<file path="config.mk">
export PLATFORM = sky130hd
export DESIGN_NAME = gate_arbiter
export DESIGN_NICKNAME = d
export VERILOG_FILES = /design/src/rtl/gate_pkg.sv /design/src/rtl/gate_unit.sv /design/src/rtl/gate_arbiter.sv
export SDC_FILE = /design/constraint.sdc
export NUM_CORES = 1
export LEC_CHECK = 0
export ABC_AREA = 1
export ABC_CLOCK_PERIOD_IN_PS = 1550
export CORE_MARGIN = 10
export CORE_UTILIZATION = 38
export DETAILED_ROUTE_END_ITERATION = 12
export PLACE_DENSITY = 0.81
export SYNTH_ARGS = -nofsm -noshare
export SYNTH_HDL_FRONTEND = slang
export SYNTH_SLANG_ARGS = --single-unit
</file>
<file path="constraint.sdc">
create_clock -name clk -period 1.55 [get_ports clk]
set_input_delay 0.31 -clock clk [delete_from_list [all_inputs] [get_ports clk]]
set_output_delay 0.31 -clock clk [all_outputs]
set_load 0.01 [all_outputs]
</file>
<file path="src/rtl/gate_pkg.sv">
// rtl/gate_pkg.sv - opcode constants and response register state encoding
package gate_pkg;

  localparam logic [2:0] OP_NOT  = 3'd0;
  localparam logic [2:0] OP_AND  = 3'd1;
  localparam logic [2:0] OP_OR   = 3'd2;
  localparam logic [2:0] OP_NAND = 3'd3;
  localparam logic [2:0] OP_NOR  = 3'd4;
  localparam logic [2:0] OP_XOR  = 3'd5;
  localparam logic [2:0] OP_XNOR = 3'd6;
  localparam logic [2:0] OP_ILL  = 3'd7;

  typedef enum logic {
    ST_EMPTY = 1'b0,
    ST_FULL  = 1'b1
  } state_t;

endpackage

</file>
<file path="src/rtl/gate_unit.sv">
// rtl/gate_unit.sv - shared combinational gate evaluator
module gate_unit
  import gate_pkg::*;
(
  input  logic [2:0] op,
  input  logic       a,
  input  logic       b,
  output logic       out,
  output logic       err
);

  always_comb begin
    out = 1'b0;
    err = 1'b0;
    case (op)
      OP_NOT:  out = ~a;
      OP_AND:  out = a & b;
      OP_OR:   out = a | b;
      OP_NAND: out = ~(a & b);
      OP_NOR:  out = ~(a | b);
      OP_XOR:  out = a ^ b;
      OP_XNOR: out = ~(a ^ b);
      OP_ILL:  err = 1'b1;
      default: err = 1'b1;
    endcase
  end

endmodule

</file>
<file path="src/rtl/gate_arbiter.sv">
// rtl/gate_arbiter.sv - two-requester round-robin front end to a shared gate unit
module gate_arbiter
  import gate_pkg::*;
(
  input  logic       clk,
  input  logic       rst_n,
  input  logic       req0_valid,
  output logic       req0_ready,
  input  logic [2:0] req0_op,
  input  logic       req0_a,
  input  logic       req0_b,
  input  logic       req1_valid,
  output logic       req1_ready,
  input  logic [2:0] req1_op,
  input  logic       req1_a,
  input  logic       req1_b,
  output logic       rsp_valid,
  input  logic       rsp_ready,
  output logic       rsp_id,
  output logic       rsp_out,
  output logic       rsp_err,
  output logic [7:0] rsp_count
);

  state_t     state, state_nxt;
  logic       last_grant;
  logic       grant0, grant1, can_accept, accept;
  logic [2:0] sel_op;
  logic       sel_a, sel_b, gate_out, gate_err;

  assign rsp_valid  = (state == ST_FULL);
  assign can_accept = !rsp_valid || rsp_ready;

  // On contention the requester that did not win the last accepted transfer goes first.
  assign grant0 = req0_valid && (!req1_valid || last_grant);
  assign grant1 = req1_valid && (!req0_valid || !last_grant);

  assign req0_ready = grant0 && can_accept;
  assign req1_ready = grant1 && can_accept;
  assign accept     = req0_ready || req1_ready;

  assign sel_op = grant1 ? req1_op : req0_op;
  assign sel_a  = grant1 ? req1_a  : req0_a;
  assign sel_b  = grant1 ? req1_b  : req0_b;

  gate_unit u_gate (
    .op  (sel_op),
    .a   (sel_a),
    .b   (sel_b),
    .out (gate_out),
    .err (gate_err)
  );

  always_comb begin
    state_nxt = state;
    case (state)
      ST_EMPTY: if (accept) state_nxt = ST_FULL;
      ST_FULL:  if (rsp_ready && !accept) state_nxt = ST_EMPTY;
    endcase
  end

  always_ff @(posedge clk or negedge rst_n) begin
    if (!rst_n) begin
      state <= ST_EMPTY;
    end else begin
      state <= state_nxt;
    end
  end

  always_ff @(posedge clk or negedge rst_n) begin
    if (!rst_n) begin
      rsp_id     <= 1'b0;
      rsp_out    <= 1'b0;
      rsp_err    <= 1'b0;
      rsp_count  <= 8'd0;
      last_grant <= 1'b1;
    end else begin
      if (accept) begin
        rsp_id     <= grant1;
        rsp_out    <= gate_out;
        rsp_err    <= gate_err;
        last_grant <= grant1;
      end
      if (rsp_valid && rsp_ready) begin
        rsp_count <= rsp_count + 8'd1;
      end
    end
  end

endmodule

</file>
==> results by group <==
Route
  – Drt first pass iters: 4
  – Final ANT Viol Nets: 0
  – WL/cell: roughly 12 um
  – DRC viols: 0
  – Vias per inst: 4.56
  – Vias: 825
  – Number of DRC markers in iteration 0: 10
  – Final WL: 2120 um

Synth
  – Top_reg_cell synth: dfrtp_1
  – Top post-synthesis cells by area: dfrtp_1 (39%), nand2_1 (14%), inv_1 (7.2%)
  – Commonest cells post-synth: nand2_1 (29), inv_1 (15), dfrtp_1 (12)
  – Yosys cell types: 18
  – Ys async rst share: 100%
  – Area fraction of the dominant cell type after synthesis: 38.6%
  – Register area share after synthesis: a little over two fifths
  – Synthesized flop and latch total: 13
  – Post-Syn Area per Cell: 7.56 um2
  – Most common cell in the netlist: nand2_1
  – Yosys warns: 0
  – Syn Nets: about 120
  – Synth Cell Area: about 780 um2
  – Mapped Cells: 103
  – Largest area contributor in the netlist: dfrtp_1
  – Post-synth EDFFs: 0

Timing
  – F_max: ~0.60 GHz
  – Final Worst Setup Slack: -0.106 ns
  – Final Skew: 0.00302 ns
  – Final Hold Fails: 0
  – Period minus WS final: 1.66 ns
  – Max Slew Vio Count: 0
  – Final setup viols: 2
  – Worst slew margin: 83.5%
  – Setup TNS: -0.157 ns
  – RSZ-0062 raised after global routing: true
  – Worst slew pin tran: 0.248 ns
  – Final period util: 107%

Worst setup path
  – Setup slack, reg-to-reg: -0.11 ns
  – Setup Crit Path Kind: flip-flop to flip-flop
  – R2r startpoint: last_grant
  – Reg2reg path depth: 12
  – CP endpoint kind: flip-flop
  – Crit path DAT: 1.83 ns
  – Startpoint types: flip-flop
  – Critical path fanouts, max: 4
  – CP required: between 1.5 and 2 ns
  – Reg2reg end: rsp_out

Clock tree
  – Deepest clock path buffer count: 2
  – Clock sink count: 13
  – Hold buffers post-CTS: 0
  – CTS tree: built
  – Clk Latency, worst-skew pair: roughly 0.28 ns
  – CTS H-tree lvls: 1
  – Worst-path clk slew: 0.08 ns
  – TritonCTS Buffers: 3
  – Root buf cell: clkbuf_4

GRT
  – Antenna violations before repair: 0
  – Vias in the first global route: approximately 880
  – Met2 Use GR: about a fifth
  – First-pass GRT wire length: 3520 um
  – M1 GR Usage: 9.09%
  – GR peak layer: met2
  – Met3 Use GR: 3.05%
  – Largest net degree at the start of global routing: 14
  – Overall global routing resource usage: 10.1%
  – Global route overflow: 0

Power and ir drop
  – PD cells: 1150 nW/um2
  – Max VDD drop: 609 uV
  – Lkg Pwr: ~0.74 nW
  – Total power: 0.00156 W

Job
  – Max-cap violations: 0

Layout
  – Final Core Density: a little under 70%
  – N_diodes: 0
  – Layout cells sized above 1: between 30% and 40%
  – Nets@finish: 173
  – P&R area growth vs syn: 73.6%

Status
  – Violated checks: setup timing
  – Status: finished with violations

Floorplan
  – Die area: 4260 um2
  – Core Footprint: 1960 um2
  – Core Rows: 16
  – Chip height: 65.3 um
  – Die W: 65.3 um
  – # IOs: 29
  – Initial Util: 39.7%

Place
  – IO Port Bufs: 28
  – Gpl congestion: 0.794
  – DP Wirelength: approximately 1700 um

Worst hold path
  – Tightest Hold Check Type: input pin to async pin
-- sequential cells by signal (all words and copies together), names as in the netlist --
signal,cells
rsp_out,1
rsp_valid,1
rsp_count,8
rsp_err,1
rsp_id,1
last_grant,1
-- cells in the final DEF, fill, tap and decap left out, types with 3 or more instances in the layout --
master and count:
dlygate4sd2_1 6, o21ai_0 4, nand2_1 24, xnor2_1 4, inv_2 5, inv_1 12
nand3_1 7, nor2_1 8, clkbuf_4 3, nand2_2 5, nand2_4 5, buf_4 17
dlymetal6s2s_1 5, dfrtp_1 12, clkdlybuf4s50_1 15
-- worst max path at each step --
stage | from | endpoint
after detailed placement | req0_valid | rsp_out
final | last_grant | rsp_out
after CTS | last_grant | rsp_out
after global placement | req0_valid | req0_ready
after global routing | last_grant | rsp_out
after floorplan | last_grant | rsp_out
-- report_power, final --
| part | total (W) | internal, W | switching [W] |
|---|---|---|---|
| registers | 0.000541 | 0.000455 | 0.0000854 |
| clock network | 0.000209 | 0.000100 | 0.000109 |
| logic | 0.000808 | 0.000419 | 0.000389 |
| total | 0.00156 | 0.000974 | 0.000583 |
-- layer usage --
layer	vias to the layer above	wire, um
li1	420	-
met1	377	825
met2	24	1120
met3	4	145
met4	0	33
met5	-	0
-- critical path: stages, from the launching register on --
cell and delay (ns):
dfstp_2 0.57, nand2_4 0.08, nand2_8 0.08, buf_6 0.11, o21ai_4 0.05, inv_2 0.06
ha_4 0.20, o21ai_2 0.11, nand2_1 0.07, nand2_1 0.06, nand2_1 0.05, nand2_1 0.05
nand2_1 0.04
-- timing repair --
| item | CTS | global route |
|---|---|---|
| pin swaps | 5 | 13 |
| setup endpoints to repair | 8 | 10 |
| buffers inserted | 4 | 1 |
| gates resized for setup | 19 | 23 |
-- layout make-up --
class	instances	area, um2
well taps	27	33.8
flip-flops and latches	13	327
clock buffers	4	26.3
repair buffers	47	425
fillers	184	611
multi-input cells	73	475
inverters	17	63.8
-- through the flow --
step / setup slack [ns] / hold WS (ns) / area, um2 / cells
floorplan: -0.0804 / 0.0144 / 783 / 103
global placement: -0.426 / 0.460 / 1200 / 172
detailed placement: -0.476 / 0.474 / 1200 / 172
CTS: -0.102 / 0.330 / 1270 / 180
global route: -0.202 / 0.359 / 1350 / 181
finish: -0.106 / 0.327 / 1350 / 181
-- logic make-up after synthesis --
family | after synthesis | share of synthesized area [%]
flops | 13 | 42.0
simple gates | 55 | 32.5
fa+ha+maj | 3 | 4.82
buf+inv | 17 | 8.20
compound gates | 9 | 5.79
xor+xnor | 6 | 6.75
Note: power is estimated with default switching activity, not from simulation.
